--- src/rtl/clock_generator.sv ---
// Programmable clock divider: registered, glitch-free clk_out with single-cycle
// rise/fall strobes; the divide ratio only changes at period boundaries.
module clock_generator #(
  parameter int DIV_WIDTH   = 8,
  parameter int DEFAULT_DIV = 2
) (
  input  logic                 clock,
  input  logic                 reset,
  input  logic                 enable,
  input  logic                 div_load,
  input  logic [DIV_WIDTH-1:0] div_value,
  output logic                 clk_out,
  output logic                 rise_tick,
  output logic                 fall_tick,
  output logic [DIV_WIDTH-1:0] div_active,
  output logic                 running
);

  // state  | meaning
  // S_IDLE | no periods generated; a non-zero ratio with enable starts one
  // S_RUN  | producing periods; cnt walks 0..N-1, boundary at N-1
  typedef enum logic {S_IDLE, S_RUN} state_t;

  localparam logic [DIV_WIDTH-1:0] DEF_DIV = DIV_WIDTH'(DEFAULT_DIV);
  localparam logic [DIV_WIDTH-1:0] ONE     = DIV_WIDTH'(1);
  localparam logic [DIV_WIDTH-1:0] TWO     = DIV_WIDTH'(2);

  state_t               r_state;
  state_t               w_state_nxt;
  logic [DIV_WIDTH-1:0] r_cnt;
  logic [DIV_WIDTH-1:0] r_div_active;
  logic [DIV_WIDTH-1:0] r_pend_val;
  logic                 r_pend_flag;
  logic                 r_clk_out;
  logic                 r_rise;
  logic                 r_fall;

  logic [DIV_WIDTH-1:0] w_load_val;
  logic [DIV_WIDTH-1:0] w_sel_ratio;
  logic                 w_boundary;
  logic                 w_go;
  logic [DIV_WIDTH:0]   w_cnt_inc;
  logic [DIV_WIDTH:0]   w_high;

  logic [DIV_WIDTH-1:0] w_cnt_nxt;
  logic [DIV_WIDTH-1:0] w_div_active_nxt;
  logic [DIV_WIDTH-1:0] w_pend_val_nxt;
  logic                 w_pend_flag_nxt;
  logic                 w_clk_out_nxt;
  logic                 w_rise_nxt;
  logic                 w_fall_nxt;

  // A load on the same edge outranks anything pending, so it governs the new period.
  assign w_load_val  = (div_value == ONE) ? TWO : div_value;
  assign w_sel_ratio = div_load ? w_load_val : (r_pend_flag ? r_pend_val : r_div_active);
  assign w_go        = enable && (w_sel_ratio != '0);
  assign w_boundary  = (r_cnt == r_div_active - ONE);
  assign w_cnt_inc   = {1'b0, r_cnt} + {{DIV_WIDTH{1'b0}}, 1'b1};
  assign w_high      = ({1'b0, r_div_active} + {{DIV_WIDTH{1'b0}}, 1'b1}) >> 1;

  always_ff @(posedge clock) begin
    if (reset) begin
      r_state      <= S_IDLE;
      r_cnt        <= '0;
      r_div_active <= DEF_DIV;
      r_pend_val   <= '0;
      r_pend_flag  <= 1'b0;
      r_clk_out    <= 1'b0;
      r_rise       <= 1'b0;
      r_fall       <= 1'b0;
    end else begin
      r_state      <= w_state_nxt;
      r_cnt        <= w_cnt_nxt;
      r_div_active <= w_div_active_nxt;
      r_pend_val   <= w_pend_val_nxt;
      r_pend_flag  <= w_pend_flag_nxt;
      r_clk_out    <= w_clk_out_nxt;
      r_rise       <= w_rise_nxt;
      r_fall       <= w_fall_nxt;
    end
  end

  always_comb begin
    w_state_nxt = r_state;
    case (r_state)
      S_IDLE:  if (w_go) w_state_nxt = S_RUN;
      S_RUN:   if (w_boundary && !w_go) w_state_nxt = S_IDLE;
      default: w_state_nxt = S_IDLE;
    endcase
  end

  always_comb begin
    w_cnt_nxt        = r_cnt;
    w_div_active_nxt = r_div_active;
    w_pend_val_nxt   = r_pend_val;
    w_pend_flag_nxt  = r_pend_flag;
    w_clk_out_nxt    = 1'b0;
    w_rise_nxt       = 1'b0;
    w_fall_nxt       = 1'b0;
    case (r_state)
      S_IDLE: begin
        w_div_active_nxt = w_sel_ratio;
        w_pend_flag_nxt  = 1'b0;
        w_cnt_nxt        = '0;
        if (w_go) begin
          w_clk_out_nxt = 1'b1;
          w_rise_nxt    = 1'b1;
        end
      end
      S_RUN: begin
        if (w_boundary) begin
          w_div_active_nxt = w_sel_ratio;
          w_pend_flag_nxt  = 1'b0;
          w_cnt_nxt        = '0;
          if (w_go) begin
            w_clk_out_nxt = 1'b1;
            w_rise_nxt    = 1'b1;
          end
        end else begin
          w_cnt_nxt     = w_cnt_inc[DIV_WIDTH-1:0];
          w_clk_out_nxt = (w_cnt_inc < w_high);
          w_fall_nxt    = (w_cnt_inc == w_high);
          if (div_load) begin
            w_pend_val_nxt  = w_load_val;
            w_pend_flag_nxt = 1'b1;
          end
        end
      end
      default: ;
    endcase
  end

  assign clk_out    = r_clk_out;
  assign rise_tick  = r_rise;
  assign fall_tick  = r_fall;
  assign div_active = r_div_active;
  assign running    = (r_state == S_RUN);

endmodule

--- config.mk ---
export PLATFORM = sky130hd
export DESIGN_NAME = clock_generator
export DESIGN_NICKNAME = d
export VERILOG_FILES = /design/src/rtl/clock_generator.sv
export SDC_FILE = /design/constraint.sdc
export NUM_CORES = 1
export LEC_CHECK = 0
export CAP_MARGIN = 20
export CORE_ASPECT_RATIO = 1.5
export CORE_UTILIZATION = 50
export DETAILED_ROUTE_END_ITERATION = 10
export PLACE_DENSITY = 0.76
export SYNTH_ARGS = -nofsm -noshare
export SYNTH_HDL_FRONTEND = slang
export SYNTH_SLANG_ARGS = --single-unit
--- constraint.sdc ---
create_clock -name clock -period 2.1 [get_ports clock]
set_input_delay 0.42 -clock clock [delete_from_list [all_inputs] [get_ports clock]]
set_output_delay 0.42 -clock clock [all_outputs]
set_load 0.01 [all_outputs]
==> results of run 1 <==
where the power goes:
group	internal [mW]	switching, mW
combinational	0.440	0.399
sequential	0.594	0.0447
clock	0.338	0.214
total	1.37	0.658
sequential cells by signal, indices dropped and copies added, names as in the netlist:
register	cells
fall_tick	1
r_pend_val	8
running	1
rise_tick	1
div_active	8
r_pend_flag	1
clk_out	1
r_cnt	8
final cells by class:
type / count / area, um2
tap: 43 / 53.8
sequential: 29 / 589
fill: 211 / 633
timing repair buffer: 90 / 797
inverter: 5 / 18.8
multi-input combinational: 178 / 1450
clock buffer: 8 / 111
cells in the final DEF, fill, tap and decap left out, drive strengths merged, types with 6 or more instances in the layout:
cell and count:
dfxtp 29, buf 66, nand2 16, nor2 20
nand3 9, a21oi 21, xnor2 11, o21ai 22
nand4 9, ha 11, clkdlybuf4s50 23, clkbuf 9
mux2i 6, nor2b 7, xor2 9
what timing repair did:
item / CTS / global route
cloned: 1 / 1
setup buffers: 4 / 5
pin swaps: 12 / 20
setup endpoints to repair: 29 / 29
gates resized for setup: 34 / 44
final timing paths:
| check | slack [ns] | to |
|---|---|---|
| setup / recovery | -0.30 | r_pend_val[0]$_SDFFE_PP0P_ |
| hold / removal | 0.47 | r_pend_val[5]$_SDFFE_PP0P_ |
| setup reg to reg | -0.30 | r_pend_val[0]$_SDFFE_PP0P_ |
| hold reg to reg | 0.47 | r_pend_val[5]$_SDFFE_PP0P_ |
cell families after synthesis:
kind of cell,after synthesis
AND/OR/NAND/NOR,78
AO/OA/AOI/OAI,62
flip-flops,29
buffers and inverters,22
XOR/XNOR,21
adder cells (fa/ha/maj),11
multiplexers,6
stage by stage:
| step | instances | worst slack [ns] | utilization, % |
|---|---|---|---|
| after floorplan | 229 | 0.00214 | - |
| after global placement | 334 | -0.312 | 69.3 |
| after detailed placement | 334 | -0.339 | 69.3 |
| after CTS | 347 | -0.205 | 76.7 |
| after global routing | 353 | -0.375 | 82.6 |
| final | 353 | -0.303 | 82.6 |
critical path, cell delays in order, from the launching register on:
cell,delay (ns)
dfxtp_4,0.36
buf_6,0.12
or2_4,0.23
o41a_1,0.36
o211ai_1,0.36
a21oi_4,0.14
buf_12,0.16
buf_6,0.11
or3_4,0.37
a21oi_2,0.13
per-layer routing:
metal / GRT usage (%) / vias to the layer above / wire length, um
met3: 5.88 / 32 / 252
met1: 28.4 / 1004 / 2290
met2: 55.2 / 83 / 3450
li1: - / 987 / -
met5: 0 / - / 0
met4: 18.2 / 0 / 322
==> metrics.md, run 1 <==
| Metric | Value |
|---|---|
| Clock Tree Buf Depth | 2 |
| Compound-gate portion of the synthesized area | 21.5% |
| Area Growth Syn to Fin | 57.7% |
| Antenna violations before repair | 0 |
| Final worst clock skew | 0.00373 ns |
| Setup violations, final | 29 |
| Layout net count | 332 |
| Post-synth top flop | dfxtp_1 |
| Setup crit end kind | register |
| Worst R2R Start | div_active[0]$_SDFFE_PP0N_ |
| WS Path Type | reg -> reg |
| Worst hold margin | 0.467 ns |
| TritonCTS buffer count | 5 |
| Yosys reg bits | 29 |
| Die ar. | 4080 um2 |
| Critical path origin | div_active[0]$_SDFFE_PP0N_ |
| Share of layout cells above drive strength 1 | 42.3% |
| Rel. slew slack | 69.3% |
| N_diodes | 0 |
| ANT nets after route | 0 |
| Simple-Gate Fraction of Synth Area | 20.7% |
| Overflow after GRT | 0 |
| Clock-pin slew on the worst setup and hold paths | 0.07 ns |
| Pleak | 1.18 nW |
| Gp weighted congestion | 0.923 |
| Worst r2r path cells | 9 |
| HP Class | reg -> reg |
| Synth top area share | 30.4% |
| TritonCTS clock tree | yes |
| Peak supply drop | 0.503 mV |
| Largest family of logic cells by synthesized area | compound AO/OA/AOI/OAI gates |
| Synth warn | 0 |
| Pin count of the biggest net entering global routing | 16 |
| Sinks on Clock Net | 29 |
| Synth cell count leaders | 29 x dfxtp_1, 20 x nor2_1, 17 x o21ai_0, 16 x nand2_1, 15 x a21oi_1 |
| Syn Inst Count | 229 |
| Final setup TNS | -6.72 ns |
| Largest area contributor in the netlist | dfxtp_1 |
| Via density per instance | 5.97 |
| Synth Area in Adders | 7.20% |
| # rows | 27 |
| Syn_nets | 252 |
| RSZ-0062 raised after global routing | true |
| Seq/Total Area, Yosys | 30.4% |
| Failing checks | setup timing |
| Final WS setup | -0.303 ns |
| Hold path depth | 2 |
| Vias | 2106 |
| MaxCap Viol Count | 0 |
| Initial DRT Pass Iterations | 4 |
| Most frequent cell after synthesis | dfxtp_1 |
| Mux cell area share after synthesis | 3.14% |
| Fin crit period | 2.40 ns |
| Hold_buf cts | 0 |
| Placed cell areas | 2530 um2 |
| Worst Tran Pin Value | 0.455 ns |
| Worst Path Max Fanout | 7 |
| Chip width | 52.5 um |
| Remaining routing DRC violations | 0 |
| Post-synth EDFFs | 0 |
| P per Cell Area | 674 nW/um2 |
| Async SR Flop Fraction | 0% |
| Required @ worst endpoint | 2.32 ns |
| Critical hold path startpoint | r_pend_val[5]$_SDFFE_PP0P_ |
| Core area | 3650 um2 |
| Fin. Hold Viols | 0 |
| Status | complete, but fails checks |
| Mean Syn Cell Area | 8.35 um2 |
| CTS H-tree lvls | 2 |
| Starting Density | 52.4% |
| Final Power | 2.03 mW |
| Final Max Slew Viols | 0 |
| Hpwl dp | 3890 um |
| Clk root buf | clkbuf_8 |
| Fin area | 3020 um2 |
| Post-detailed-routing wire length | 6320 um |
| Later-pin clock latency in the skew report | 0.28 ns |
| Routed len/inst | 17.9 um |
| Area of the mapped netlist | 1910 um2 |
| Dominant cells by area after synthesis | dfxtp_1 30%, ha_1 7.2%, xnor2_1 5.0%, o21ai_0 4.5%, xor2_1 4.1% |
| F_max | 416 MHz |
| Die height | 77.7 um |
| XOR/XNOR Fraction of Synth Area | 10.3% |
| DR iter-0 viols | 80 |
| Period utilization | 114% |
| I/O Pins | 24 |
| Vias in the first global route | 2082 |
| Critical path arrival | 2.62 ns |
| Synth cell types | 42 |
| Global-route wire length before repair | 9100 um |
| Startpoint types | register |
| Port bufs | 23 |
| GR Util All Layers | 29.9% |
Power figures use the tool's default switching activity.
==> run 2: changes to the inputs <==
--- a/config.mk
+++ b/config.mk
@@ -5,11 +5,13 @@
 export SDC_FILE = /design/constraint.sdc
 export NUM_CORES = 1
 export LEC_CHECK = 0
+export ABC_CLOCK_PERIOD_IN_PS = 2100
 export CAP_MARGIN = 20
 export CORE_ASPECT_RATIO = 1.5
 export CORE_UTILIZATION = 50
 export DETAILED_ROUTE_END_ITERATION = 10
 export PLACE_DENSITY = 0.76
+export SKIP_LAST_GASP = 1
 export SYNTH_ARGS = -nofsm -noshare
 export SYNTH_HDL_FRONTEND = slang
 export SYNTH_SLANG_ARGS = --single-unit
==> constraint.sdc (replaced) <==
create_clock -name clock -period 2.1 [get_ports clock]
set_input_delay 0.315 -clock clock [delete_from_list [all_inputs] [get_ports clock]]
set_output_delay 0.315 -clock clock [all_outputs]
set_load 0.01 [all_outputs]
==> metrics.md, run 2 (synthesized netlist as in run 1, its figures left out) <==
| Metric | Value |
|---|---|
| Seq. cell area | 598 um2 (+1.5%) |
| Gp weighted congestion | 0.920 (-0.34%) |
| Starting Density | 52.4% (unchanged) |
| Sinks on Clock Net | 29 (unchanged) |
| Via density per instance | 5.96 (about the same) |
| Final WS setup | -0.182 ns (+0.121 ns) |
| TritonCTS clock tree | yes |
| Worst Path Max Fanout | 6 (-1) |
| Die height | 77.7 um (unchanged) |
| Status | complete, but fails checks |
| Clk pwr share | 32.0% (+4.8 points) |
| Layout net count | 326 (-1.8%) |
| WS Path Type | reg -> reg |
| Setup violations, final | 29 (unchanged) |
| RSZ-0062 raised after global routing | true |
| Fin. Hold Viols | 0 (unchanged) |
| Net Sw Frac | 31.6% (-0.79 points) |
| Most common cell after layout, fill and taps aside | buf_4 |
| Pre-CTS WS | -0.230 ns (+0.109 ns) |
| Pin count of the biggest net entering global routing | 17 (+1) |
| Vias in the first global route | 1997 (-4.1%) |
| R2R Setup Slk | -0.18 ns (+0.12 ns) |
| Post-detailed-routing wire length | 6280 um (-0.60%) |
| Period utilization | 109% (-5.8 points) |
| Share of layout cells above drive strength 1 | 40.1% (-2.1 points) |
| ANT nets after route | 0 (unchanged) |
| Worst hold margin | 0.467 ns (+0.000603 ns) |
| Startpoint types | register |
| Hpwl dp | 3800 um (-2.4%) |
| Combinational power share | 36.4% (-4.9 points) |
| Setup crit end kind | register |
| TritonCTS buffer count | 5 (unchanged) |
| Fin crit period | 2.28 ns (-0.121 ns) |
| Die ar. | 4080 um2 (unchanged) |
| DR iter-0 viols | 56 (-30%) |
| I/O Pins | 24 (unchanged) |
| Antenna violations before repair | 0 (unchanged) |
| Core area | 3650 um2 (unchanged) |
| HP Class | reg -> reg |
| Initial DRT Pass Iterations | 4 (unchanged) |
| Critical path arrival | 2.46 ns (-0.16 ns) |
| Fillers | 230 (+9.0%) |
| Port bufs | 23 (unchanged) |
| Fin area | 2970 um2 (-1.4%) |
| Routed len/inst | 18.1 um (+1.1%) |
| N_diodes | 0 (unchanged) |
| Overflow after GRT | 0 (unchanged) |
| MaxCap Viol Count | 0 (unchanged) |
| # rows | 27 (unchanged) |
| Worst Tran Pin Value | 0.461 ns (+0.00544 ns) |
| Vias | 2069 (-1.8%) |
| Sequential share of power | 31.6% (about the same) |
| Most frequent cells in the layout | 56 x buf_4, 23 x clkdlybuf4s50_1, 21 x dfxtp_1 |
| Clk root buf | clkbuf_8 |
| Placed cell areas | 2480 um2 (-2.1%) |
| Clock Tree Buf Depth | 2 (unchanged) |
| F_max | 438 MHz (+5.3%) |
| P_sw | 0.652 mW (-0.89%) |
| Remaining routing DRC violations | 0 (unchanged) |
| Clock-pin slew on the worst setup and hold paths | 0.07 ns (about the same) |
| Final Power | 2.06 mW (+1.6%) |
| Peak supply drop | 0.896 mV (+78%) |
| Hold_buf cts | 0 (unchanged) |
| Internal power of the cells | 1.41 mW (+2.8%) |
| Chip width | 52.5 um (unchanged) |
| Area of the multi-input gates | 1450 um2 (+0.61%) |
| Final Max Slew Viols | 0 (unchanged) |
| Later-pin clock latency in the skew report | 0.29 ns (about the same) |
| Final worst clock skew | 0.00505 ns (+0.00131 ns) |
| Rel. slew slack | 69.2% (-0.084 points) |
| P per Cell Area | 694 nW/um2 (+3.0%) |
| Global-route wire length before repair | 9060 um (-0.46%) |
| GR Util All Layers | 29.8% (-0.14 points) |
| CTS H-tree lvls | 2 (unchanged) |
| Required @ worst endpoint | 2.28 ns (-0.04 ns) |
| Failing checks | setup timing |
| Pleak | 1.15 nW (-2.6%) |
| Area Growth Syn to Fin | 55.6% |
run 2: changes by cell type in the layout (fill, tap and decap cells not counted), moves of 3 or more:
cell,delta
buf_6,-5
dfxtp_1,-3
ha_4,+3
nor2_1,+3
nor2_2,-5
o21ai_0,+12
o21ai_1,-7
o21ai_2,-3
run 2: through the flow:
step                instances  utilization [%]  setup TNS (ns)
floorplan                 229                -               0
global placement          327             67.9           -2.48
detailed placement        327             67.9           -3.97
CTS                       337             74.0          -0.955
global route              347             81.5           -5.65
finish                    347             81.5           -4.01
run 2: power groups by stage:
stage / logic (mW) / clock network [mW] / registers [mW]
after floorplan: 0.345 / 0 / 0.647
after global placement: 0.569 / 0 / 0.646
after detailed placement: 0.581 / 0 / 0.646
after CTS: 0.622 / 0.659 / 0.637
after global routing: 0.801 / 0.694 / 0.657
final: 0.751 / 0.660 / 0.653
run 2: area by class of cell:
type                    instances  share of cell area [%]
clock buffers                   6                    3.16
clock inverters                 2                    1.18
inverters                       5                   0.799
multi-input cells             178                    48.9
flip-flops and latches         29                    20.1
well taps                      43                    1.81
repair buffers                 84                    24.1
run 2: path summary, 6_finish.rpt:
| check | depth (start not counted) | start | to |
|---|---|---|---|
| worst max register to register | 9 | div_active[1]$_SDFFE_PP1N_ | r_pend_val[3]$_SDFFE_PP0P_ |
| worst max-delay path | 9 | div_active[1]$_SDFFE_PP1N_ | r_pend_val[3]$_SDFFE_PP0P_ |
| worst min register to register | 2 | r_pend_val[5]$_SDFFE_PP0P_ | r_pend_val[5]$_SDFFE_PP0P_ |
| worst min-delay path | 2 | r_pend_val[5]$_SDFFE_PP0P_ | r_pend_val[5]$_SDFFE_PP0P_ |
run 2: critical path: stages (launching register included):
cell and delay (ns):
dfxtp_4 0.38, inv_4 0.09, ha_4 0.16, nor4b_4 0.25
xnor2_1 0.11, or4_4 0.57, a21o_4 0.28, buf_6 0.14
nand4_1 0.10, a21oi_1 0.08
run 2: repair_timing:
action | in CTS | in global routing
pin swaps | 6 | 26
endpoints found under the setup margin | 29 | 29
resized for setup | 19 | 45
setup buffers | 2 | 9
cloned | 0 | 1
run 2: metal layers:
layer / global-route usage, % / vias to the layer above / wire (um)
met4: 15.8 / 0 / 333
li1: - / 976 / -
met5: 0 / - / 0
met3: 4.71 / 36 / 222
met1: 28.8 / 973 / 2190
met2: 56.2 / 84 / 3540
==> run 3: changes to the inputs <==
--- a/config.mk
+++ b/config.mk
@@ -5,12 +5,13 @@
 export SDC_FILE = /design/constraint.sdc
 export NUM_CORES = 1
 export LEC_CHECK = 0
+export ABC_AREA = 1
 export ABC_CLOCK_PERIOD_IN_PS = 2100
 export CAP_MARGIN = 20
 export CORE_ASPECT_RATIO = 1.5
 export CORE_UTILIZATION = 50
 export DETAILED_ROUTE_END_ITERATION = 10
-export PLACE_DENSITY = 0.76
+export PLACE_DENSITY = 0.75
 export SKIP_LAST_GASP = 1
 export SYNTH_ARGS = -nofsm -noshare
 export SYNTH_HDL_FRONTEND = slang
==> metrics.md, run 3 <==
| Metric | Value |
|---|---|
| Status | finished clean |
| Final Max Slew Viols | 0 (unchanged) |
| Largest area contributor in the netlist | dfxtp_1 |
| ANT nets after route | 0 (unchanged) |
| Via density per instance | 5.05 (-15%) |
| Remaining routing DRC violations | 0 (unchanged) |
| Yosys reg bits | 29 (unchanged) |
| Syn Inst Count | 311 (+36%) |
| CP cell instances | buf_4, ha_1, xnor2_1, ha_1, nand2_2, o21a_1, o21ai_1, a21oi_1, nor2_1, o21ai_2, nand2_1, inv_1 |
| Worst Path Max Fanout | 5 (-1) |
| Dominant cells by area after synthesis | dfxtp_1 29%, nand2_1 13%, nor2_1 11%, inv_1 9.1%, ha_1 6.8% |
| TritonCTS clock tree | yes |
| Critical hold path startpoint | r_cnt[0]$_SDFF_PP0_ |
| Fin crit period | 2.03 ns (-0.253 ns) |
| Later-pin clock latency in the skew report | 0.29 ns (about the same) |
| Clk root buf | clkbuf_8 |
| Die ar. | 4310 um2 (+5.6%) |
| Die height | 79.9 um (+2.8%) |
| Global-route wire length before repair | 7870 um (-13%) |
| Sinks on Clock Net | 29 (unchanged) |
| Synth warn | 0 (unchanged) |
| Max stage delay on crit path | 0.32 ns (-0.25 ns) |
| Hold path depth | 1 (-1) |
| Initial DRT Pass Iterations | 4 (unchanged) |
| Fillers | 359 (+56%) |
| Hold_buf cts | 0 (unchanged) |
| Rel. slew slack | 72.9% (+3.6 points) |
| Most frequent cell after synthesis | nand2_1 |
| Required @ worst endpoint | 2.29 ns (about the same) |
| Reg2reg end | clk_out$_SDFF_PP0_ |
| Routed len/inst | 12.7 um (-30%) |
| Mean Syn Cell Area | 6.50 um2 (-22%) |
| P per Cell Area | 703 nW/um2 (+1.4%) |
| P_sw | 0.633 mW (-2.9%) |
| F_max | 493 MHz (+12%) |
| Core area | 3920 um2 (+7.5%) |
| Worst r2r path cells | 12 (+3) |
| Simple-Gate Fraction of Synth Area | 36.7% (+16 points) |
| Overflow after GRT | 0 (unchanged) |
| Setup violations, final | 0 (-100%) |
| Hpwl dp | 3800 um (about the same) |
| Area of the mapped netlist | 2020 um2 (+5.8%) |
| Clock Tree Buf Depth | 2 (unchanged) |
| Startpoint types | register |
| XOR/XNOR Fraction of Synth Area | 5.63% (-4.7 points) |
| Area of the multi-input gates | 1260 um2 (-13%) |
| # rows | 28 (+3.7%) |
| Peak supply drop | 0.627 mV (-30%) |
| CP top delay family | adder cells |
| Synth cell count leaders | 69 x nand2_1, 58 x nor2_1, 49 x inv_1, 29 x dfxtp_1, 15 x nand3_1 |
| TritonCTS buffer count | 5 (unchanged) |
| Seq/Total Area, Yosys | 28.7% (-1.7 points) |
| Net Sw Frac | 34.8% (+3.2 points) |
| Clk pwr share | 29.3% (-2.7 points) |
| Chip width | 53.9 um (+2.7%) |
| Most frequent cells in the layout | 67 x nand2_1, 55 x nor2_1, 47 x inv_1 |
| Port bufs | 23 (unchanged) |
| Final worst clock skew | 0.00520 ns (+0.000153 ns) |
| Starting Density | 51.5% (-0.87 points) |
| DR iter-0 viols | 52 (-7.1%) |
| Syn_nets | 334 (+33%) |
| Pin count of the biggest net entering global routing | 17 (unchanged) |
| Critical path arrival | 2.22 ns (-0.24 ns) |
| Final Power | 1.82 mW (-12%) |
| Worst Tran Pin Value | 0.406 ns (-0.0544 ns) |
| Sequential share of power | 35.5% (+3.9 points) |
| Post-synth EDFFs | 0 (unchanged) |
| Area Growth Syn to Fin | 27.8% |
| Synth top area share | 28.7% (-1.7 points) |
| Final setup TNS | 0 ns (+4.01 ns) |
| Final Core Density | 65.8% (-16 points) |
| Period utilization | 96.6% (-12 points) |
| Fin. Hold Viols | 0 (unchanged) |
| N_diodes | 0 (unchanged) |
| Largest family of logic cells by synthesized area | simple AND/OR/NAND/NOR gates |
| Antenna violations before repair | 0 (unchanged) |
| Post-synth top flop | dfxtp_1 |
| Hold endpoint | r_cnt[0]$_SDFF_PP0_ |
| Most common cell after layout, fill and taps aside | nand2_1 |
| Mux cell area share after synthesis | 0% (-3.1 points) |
| Worst R2R Start | div_active[0]$_SDFFE_PP0N_ |
| Sum of buffers and inverters on the critical path | 2 (unchanged) |
| Vias | 1995 (-3.6%) |
| Compound-gate portion of the synthesized area | 9.22% (-12 points) |
| MaxCap Viol Count | 0 (unchanged) |
| Layout net count | 372 (+14%) |
| Slowest CP cell | dfxtp_1 |
| Gp weighted congestion | 0.945 (+2.7%) |
| GR Util All Layers | 25.8% (-4.0 points) |
| R2R Setup Slk | 0.07 ns (+0.25 ns) |
| Seq. cell area | 588 um2 (-1.7%) |
| Synth cell types | 31 (-26%) |
| Synth Area in Adders | 6.81% (-0.39 points) |
| Pleak | 1.24 nW (+8.2%) |
| Top cell by count, worst path | ha_1 |
| Clock-pin slew on the worst setup and hold paths | 0.07 ns (about the same) |
| CTS H-tree lvls | 2 (unchanged) |
| I/O Pins | 24 (unchanged) |
| Setup crit end kind | register |
| Vias in the first global route | 1802 (-9.8%) |
| Async SR Flop Fraction | 0% (unchanged) |
| HP Class | reg -> reg |
| Combinational power share | 35.2% (-1.2 points) |
| Share of layout cells above drive strength 1 | 17.7% (-22 points) |
| Post-detailed-routing wire length | 5030 um (-20%) |
| Internal power of the cells | 1.18 mW (-16%) |
| WS Path Type | reg -> reg |
## run 3: cell types whose count changed after synthesis, sizes merged, moves of 9 or more
cell	previous run	this run
xnor2	11	2
nor2	20	62
inv	5	53
nand3	9	18
o21ai	22	11
nand2	16	73
a21oi	21	9
## run 3: worst max path at each step
stage	startpoint	endpoint	slack, ns	depth (start not counted)
2_1_floorplan	div_active[0]$_SDFFE_PP0N_	fall_tick$_SDFF_PP0_	0.08	10
3_3_place_gp	div_active[0]$_SDFFE_PP0N_	clk_out$_SDFF_PP0_	0.03	13
3_5_place_dp	r_cnt[0]$_SDFF_PP0_	clk_out$_SDFF_PP0_	-0.009	14
4_1_cts	r_cnt[0]$_SDFF_PP0_	clk_out$_SDFF_PP0_	0.04	14
5_1_grt	div_active[0]$_SDFFE_PP0N_	fall_tick$_SDFF_PP0_	-0.07	10
6_report	div_active[0]$_SDFFE_PP0N_	clk_out$_SDFF_PP0_	0.07	12
## run 3: stage by stage
| step | instances | hold slack, ns | cell area, um2 | setup WS (ns) |
|---|---|---|---|---|
| 2_1_floorplan | 311 | 0.450 | 2020 | 0.0754 |
| 3_3_place_gp | 387 | 0.477 | 2390 | 0.0346 |
| 3_5_place_dp | 387 | 0.491 | 2390 | -0.00878 |
| 4_1_cts | 395 | 0.469 | 2500 | 0.0430 |
| 5_1_grt | 395 | 0.469 | 2580 | -0.0665 |
| 6_report | 395 | 0.448 | 2580 | 0.0717 |
## run 3: area by class of cell
cell class / instances / share of cell area (%)
repair buffers: 39 / 14.5
multi-input cells: 221 / 48.8
flip-flops and latches: 29 / 22.8
clock buffers: 7 / 3.73
clock inverters: 1 / 0.194
inverters: 53 / 7.80
well taps: 45 / 2.18
## run 3: repair_timing
item / CTS / global route
pin swaps: 0 / 7
setup endpoints to repair: 1 / 28
buffers inserted: 0 / 1
cloned: 0 / 0
gates resized for setup: 2 / 25
endpoints found under the hold margin: 0 / 0
## run 3: metal layers
layer / part of all wire [%] / up-vias / global-route usage [%]
met5: 0 / - / 0
met1: 40 / 892 / 26.2
li1: - / 1033 / -
met2: 53 / 51 / 45.4
met3: 3.0 / 19 / 5.52
met4: 4.3 / 0 / 15.5
## run 3: logic make-up (layout without fill, tap and decap cells)
group                      Yosys count  after routing
and+or+nand+nor                    166            166
buffers and inverters               61            100
AOI/OAI and AO/OA                   31             31
DFF                                 29             29
xor gates and xnor gates            13             13
adders and majority gates           11             11
## run 3: worst register-to-register path, cell delays in order (launching register included)
cell	delay (ns)
dfxtp_1	0.32
buf_4	0.16
ha_1	0.26
xnor2_1	0.15
ha_1	0.28
nand2_2	0.07
o21a_1	0.18
o21ai_1	0.13
a21oi_1	0.09
nor2_1	0.16
o21ai_2	0.06
nand2_1	0.05
inv_1	0.03
## run 3: power by group through the flow
stage	Combinational [mW]	Clock [mW]	Sequential (mW)
3_5_place_dp	0.599	0	0.653
4_1_cts	0.604	0.530	0.642
5_1_grt	0.708	0.558	0.651
2_1_floorplan	0.377	0	0.656
6_report	0.640	0.532	0.645
3_3_place_gp	0.590	0	0.652
